==> config.mk <==
export PLATFORM = sky130hd
export DESIGN_NAME = double_dabble_seq
export DESIGN_NICKNAME = d
export VERILOG_FILES = /design/src/rtl/double_dabble_seq.sv
export SDC_FILE = /design/constraint.sdc
export NUM_CORES = 1
export LEC_CHECK = 0
export BUFFER_PORTS_ARGS = -buffer_cell sky130_fd_sc_hd__buf_2
export CAP_MARGIN = 30
export CORE_MARGIN = 1.5
export CORE_UTILIZATION = 45
export CTS_CLUSTER_DIAMETER = 30
export DETAILED_ROUTE_END_ITERATION = 8
export GPL_ROUTABILITY_DRIVEN = 0
export PLACE_DENSITY = 0.74
export SLEW_MARGIN = 15
export SYNTH_ARGS = -nofsm -noshare
export SYNTH_HDL_FRONTEND = slang
export SYNTH_SLANG_ARGS = --single-unit
==> constraint.sdc <==
create_clock -name clk -period 1.9 [get_ports clk]
set_input_delay 0.38 -clock clk [delete_from_list [all_inputs] [get_ports clk]]
set_output_delay 0.38 -clock clk [all_outputs]
set_load 0.05 [all_outputs]
==> src/rtl/double_dabble_seq.sv <==
// Sequential binary-to-BCD converter: one shift-and-add-3 step per clock,
// valid/ready handshakes on both sides, optional two's-complement input.
module double_dabble_seq #(
  parameter int  BIN_WIDTH = 16,
  parameter int  SIGNED    = 0,
  localparam int DIGITS    = ((BIN_WIDTH * 1233) >> 12) + 1,
  localparam int CW        = $clog2(DIGITS + 1)
) (
  input  logic                 clk,
  input  logic                 rst_n,
  input  logic                 in_valid,
  output logic                 in_ready,
  input  logic [BIN_WIDTH-1:0] in_data,
  output logic                 out_valid,
  input  logic                 out_ready,
  output logic [4*DIGITS-1:0]  bcd_out,
  output logic                 sign_out,
  output logic [CW-1:0]        digit_count
);
  localparam int NW = $clog2(BIN_WIDTH);

  typedef enum logic [1:0] {IDLE, SHIFT, DONE} state_t;

  state_t               r_state;
  logic [BIN_WIDTH-1:0] r_shift;
  logic [4*DIGITS-1:0]  r_bcd;
  logic [NW-1:0]        r_iter;
  logic                 r_sign;
  logic                 r_outValid;
  logic [CW-1:0]        r_digitCount;

  logic                          w_neg;
  logic [BIN_WIDTH-1:0]          w_mag;
  logic [4*DIGITS-1:0]           w_corr;
  logic [4*DIGITS+BIN_WIDTH-1:0] w_shifted;
  logic [4*DIGITS-1:0]           w_nextBcd;
  logic [BIN_WIDTH-1:0]          w_nextShift;
  logic [CW-1:0]                 w_digitCount;

  assign w_neg = (SIGNED != 0) && in_data[BIN_WIDTH-1];
  // Negating the most-negative value wraps to 2^(BIN_WIDTH-1), the correct unsigned magnitude.
  assign w_mag = w_neg ? (~in_data + BIN_WIDTH'(1)) : in_data;

  always_comb begin
    w_corr = r_bcd;
    for (int i = 0; i < DIGITS; i++) begin
      if (r_bcd[4*i +: 4] > 4'd4) w_corr[4*i +: 4] = r_bcd[4*i +: 4] + 4'd3;
    end
  end

  assign w_shifted   = {w_corr, r_shift} << 1;
  assign w_nextBcd   = w_shifted[4*DIGITS+BIN_WIDTH-1:BIN_WIDTH];
  assign w_nextShift = w_shifted[BIN_WIDTH-1:0];

  always_comb begin
    w_digitCount = CW'(1);
    for (int i = 1; i < DIGITS; i++) begin
      if (w_nextBcd[4*i +: 4] != 4'd0) w_digitCount = CW'(i + 1);
    end
  end

  always_ff @(posedge clk or negedge rst_n) begin
    if (!rst_n) begin
      r_state      <= IDLE;
      r_shift      <= '0;
      r_bcd        <= '0;
      r_iter       <= '0;
      r_sign       <= 1'b0;
      r_outValid   <= 1'b0;
      r_digitCount <= '0;
    end else begin
      case (r_state)
        IDLE: begin
          if (in_valid) begin
            r_shift <= w_mag;
            r_bcd   <= '0;
            r_iter  <= NW'(BIN_WIDTH - 1);
            r_sign  <= w_neg;
            r_state <= SHIFT;
          end
        end
        SHIFT: begin
          r_bcd   <= w_nextBcd;
          r_shift <= w_nextShift;
          r_iter  <= r_iter - 1'b1;
          if (r_iter == '0) begin
            r_digitCount <= w_digitCount;
            r_outValid   <= 1'b1;
            r_state      <= DONE;
          end
        end
        DONE: begin
          if (out_ready) begin
            r_outValid <= 1'b0;
            r_state    <= IDLE;
          end
        end
        default: r_state <= IDLE;
      endcase
    end
  end

  assign in_ready    = (r_state == IDLE);
  assign out_valid   = r_outValid;
  assign bcd_out     = r_bcd;
  assign sign_out    = r_sign;
  assign digit_count = r_digitCount;

endmodule

==> results_dict.tcl <==
set metrics [dict create \
    synth.distinct_cells 44 \
    clock-skew-final_ns 0.006161 \
    cp-start-kind "flop" \
    cp_max_fo 14 \
    dp_hpwl_um 4079 \
    outcome "complete, no violations" \
    synthCells 280 \
    postRouteAntennaNets 0 \
    post_cts_buffers 0 \
    htree_levels 2 \
    grt_pass1_vias 2120 \
    ir_drop_uv 1120 \
    grt_antenna_before_repair 0 \
    grtUsageTotal_pct 20.05 \
    grt_use_met2_pct 32.07 \
    post_drt_via_cell_ratio 5.606 \
    routed_wl_um 5775 \
    vias 2248 \
    post-route-min-period_ns 1.789 \
    synthFlopType "dfrtp_1" \
    drv_slew 0 \
    die_area_um2 6165 \
    finalWorstSetupSlack_ns 0.1111 \
    yosysWarnings 0 \
    initial_core_util_pct 46.60 \
    core-area_um2 5507 \
    grt_pass1_wl_um 9908 \
    grt_use_met1_pct 27.75 \
    p_per_area_nw_per_um2 2031 \
    wl_per_cell_um 14.40 \
    cts_inserted_buffers 5 \
    cts_tree "built" \
    die_y_um 78.52 \
    grtUsageMet3_pct 3.953 \
    dp_slack_ns 0.04044 \
    overflow 0 \
    clk_pin_slew_ns 0.08 \
    clk_path_buf_depth 2 \
    min_period_over_period_pct 94.15 \
    root_buffer "clkbuf_8" \
    max_cap_violations 0 \
    ys_ff_latch 46 \
    insertion_delay_ns 0.29 \
    fmax_mhz 559.0 \
    nFillCells 515 \
    hp-class "in -> async" \
    num_antenna_cells 0 \
    die_width_um 78.52 \
    final_cells 401 \
    top_usage_layer "met2" \
    firstDrtPassIters 4 \
    layout_commonest_cell "buf_2" \
    final_cell_mix "44 x buf_2, 38 x o21ai_0, 38 x dfrtp_1, 25 x a21oi_1, 23 x nor2b_1" \
    regToRegEndpoint "digit_count[1]" \
    netlist_area_um2 2566 \
    async_reset_ff_share_pct 100.0 \
    portBuffers 44 \
    hold_viol 0 \
    synth_area_per_cell_um2 9.165 \
    p_leak_nw 1.398 \
    areaGrowthSynthToFinish_pct 18.53 \
    syn_nets 311 \
    cp-endpoint "in_ready" \
    nNetsFinal 359 \
    critPathArrivalTime_ns 1.41 \
    numClockSinks 46 \
    setup_viol 0 \
    yosysSeqAreaShare_pct 44.86 \
    r2r-start "bcd_out[12]" \
    timing.critical_path.from "r_state[1]" \
    io_pins 46 \
    finalSetupTns_ns 0 \
    drive_gt1_share_pct 25.23 \
    worstPathRequired_ns 1.52 \
    ff2ff_setup_slack_ns 0.12 \
    route.detailed.drc 0 \
    placed_cells_incl_taps 393 \
    row_count 27 \
    rr_worst_depth 7 \
    crit_type "reg -> out" \
    end_kind "output pin" \
    drt-initial-drc-count 109 \
    synth_edf_count 0 \
    grt_max_degree 47 \
]
==> through the flow <==
stage	hold slack [ns]	cell area (um^2)	utilization, %	power (W)
CTS	0.06300	3017	54.78	0.006144
finish	0.04826	3042	55.24	0.006178
detailed placement	0.3836	2925	53.12	0.005518
global placement	0.3846	2925	53.12	0.005395
floorplan	0.08441	2576	-	0.004605
global route	0.07530	3042	55.24	0.006685
==> layer usage <==
| metal | routed length, um | up-vias |
|---|---|---|
| li1 | - | 1097 |
| met1 | 2750 | 1088 |
| met2 | 2759 | 59 |
| met3 | 225 | 4 |
| met4 | 40 | 0 |
| met5 | 0 | - |
==> what timing repair did <==
action | 4_1_cts | 5_1_grt
gates resized for setup | 0 | 9
setup endpoints to repair | 0 | 3
endpoints found under the hold margin | 0 | 0
hold buffers | 0 | 0
==> power by group <==
part	total, W	internal (W)	switching (W)
logic	0.00365	0.00132	0.00233
registers	0.00191	0.00145	0.000468
clock network	0.000616	0.000294	0.000322
total	0.00618	0.00306	0.00312
==> Yosys cell counts, types with 2 or more instances <==
cell,instances,area (um^2)
a21oi_1,25,125.1
a22o_1,6,52.55
a22oi_1,16,120.1
and2b_1,2,15.01
buf_1,2,7.510
buf_2,3,15.01
clkbuf_1,9,33.78
dfrtp_1,46,1151
ha_1,11,137.6
inv_1,14,52.55
mux2i_1,4,40.04
nand2_1,11,41.29
nand2b_1,2,12.51
nand3b_1,2,15.01
nor2_1,19,71.32
nor2b_1,23,143.9
nor3_1,5,25.02
nor4_1,2,12.51
o211a_1,2,20.02
o21ai_0,40,200.2
o22ai_1,9,56.30
xnor2_1,5,43.79
==> state kept, by name (all words and copies together), names as in the netlist <==
signal,flops
bcd_out,20
r_shift,16
r_iter,4
digit_count,3
r_state,2
out_valid,1
==> cells by family (layout without fill, tap and decap cells) <==
kind of cell | after synthesis | after routing | share of synthesized area (%)
flops | 46 | 46 | 44.86
other cells | 1 | 1 | 0.1461
xor+xnor | 5 | 5 | 1.706
fa+ha+maj | 11 | 11 | 5.363
buf+inv | 29 | 78 | 4.534
compound gates | 108 | 108 | 25.89
mux | 4 | 4 | 1.560
simple gates | 76 | 76 | 15.94
==> worst min path at each step <==
| stage | start | endpoint | slack (ns) | cells past startpoint |
|---|---|---|---|---|
| 2_1_floorplan | rst_n | bcd_out[0] | 0.08 | 0 |
| 3_3_place_gp | rst_n | bcd_out[1] | 0.38 | 2 |
| 4_1_cts | rst_n | bcd_out[1] | 0.06 | 2 |
| 5_1_grt | rst_n | bcd_out[14] | 0.08 | 2 |
| 3_5_place_dp | rst_n | bcd_out[1] | 0.38 | 2 |
| 6_report | rst_n | bcd_out[5] | 0.05 | 2 |
==> critical path, cell delays in order, from the launching register on <==
cell and delay, ns:
dfrtp_1 0.51, buf_4 0.25, nor2_1 0.10, buf_2 0.27
==> final cells by class <==
cell class	instances	area (um^2)	area share, %
Multi-Input combinational cell	205	1324	43.52
Sequential cell	46	1161	38.17
Timing Repair Buffer	56	322.8	10.61
Tap cell	72	90.09	2.962
Clock buffer	7	86.33	2.838
Inverter	14	52.55	1.728
Clock inverter	1	5.005	0.1645
(Power assumes the default switching activity.)
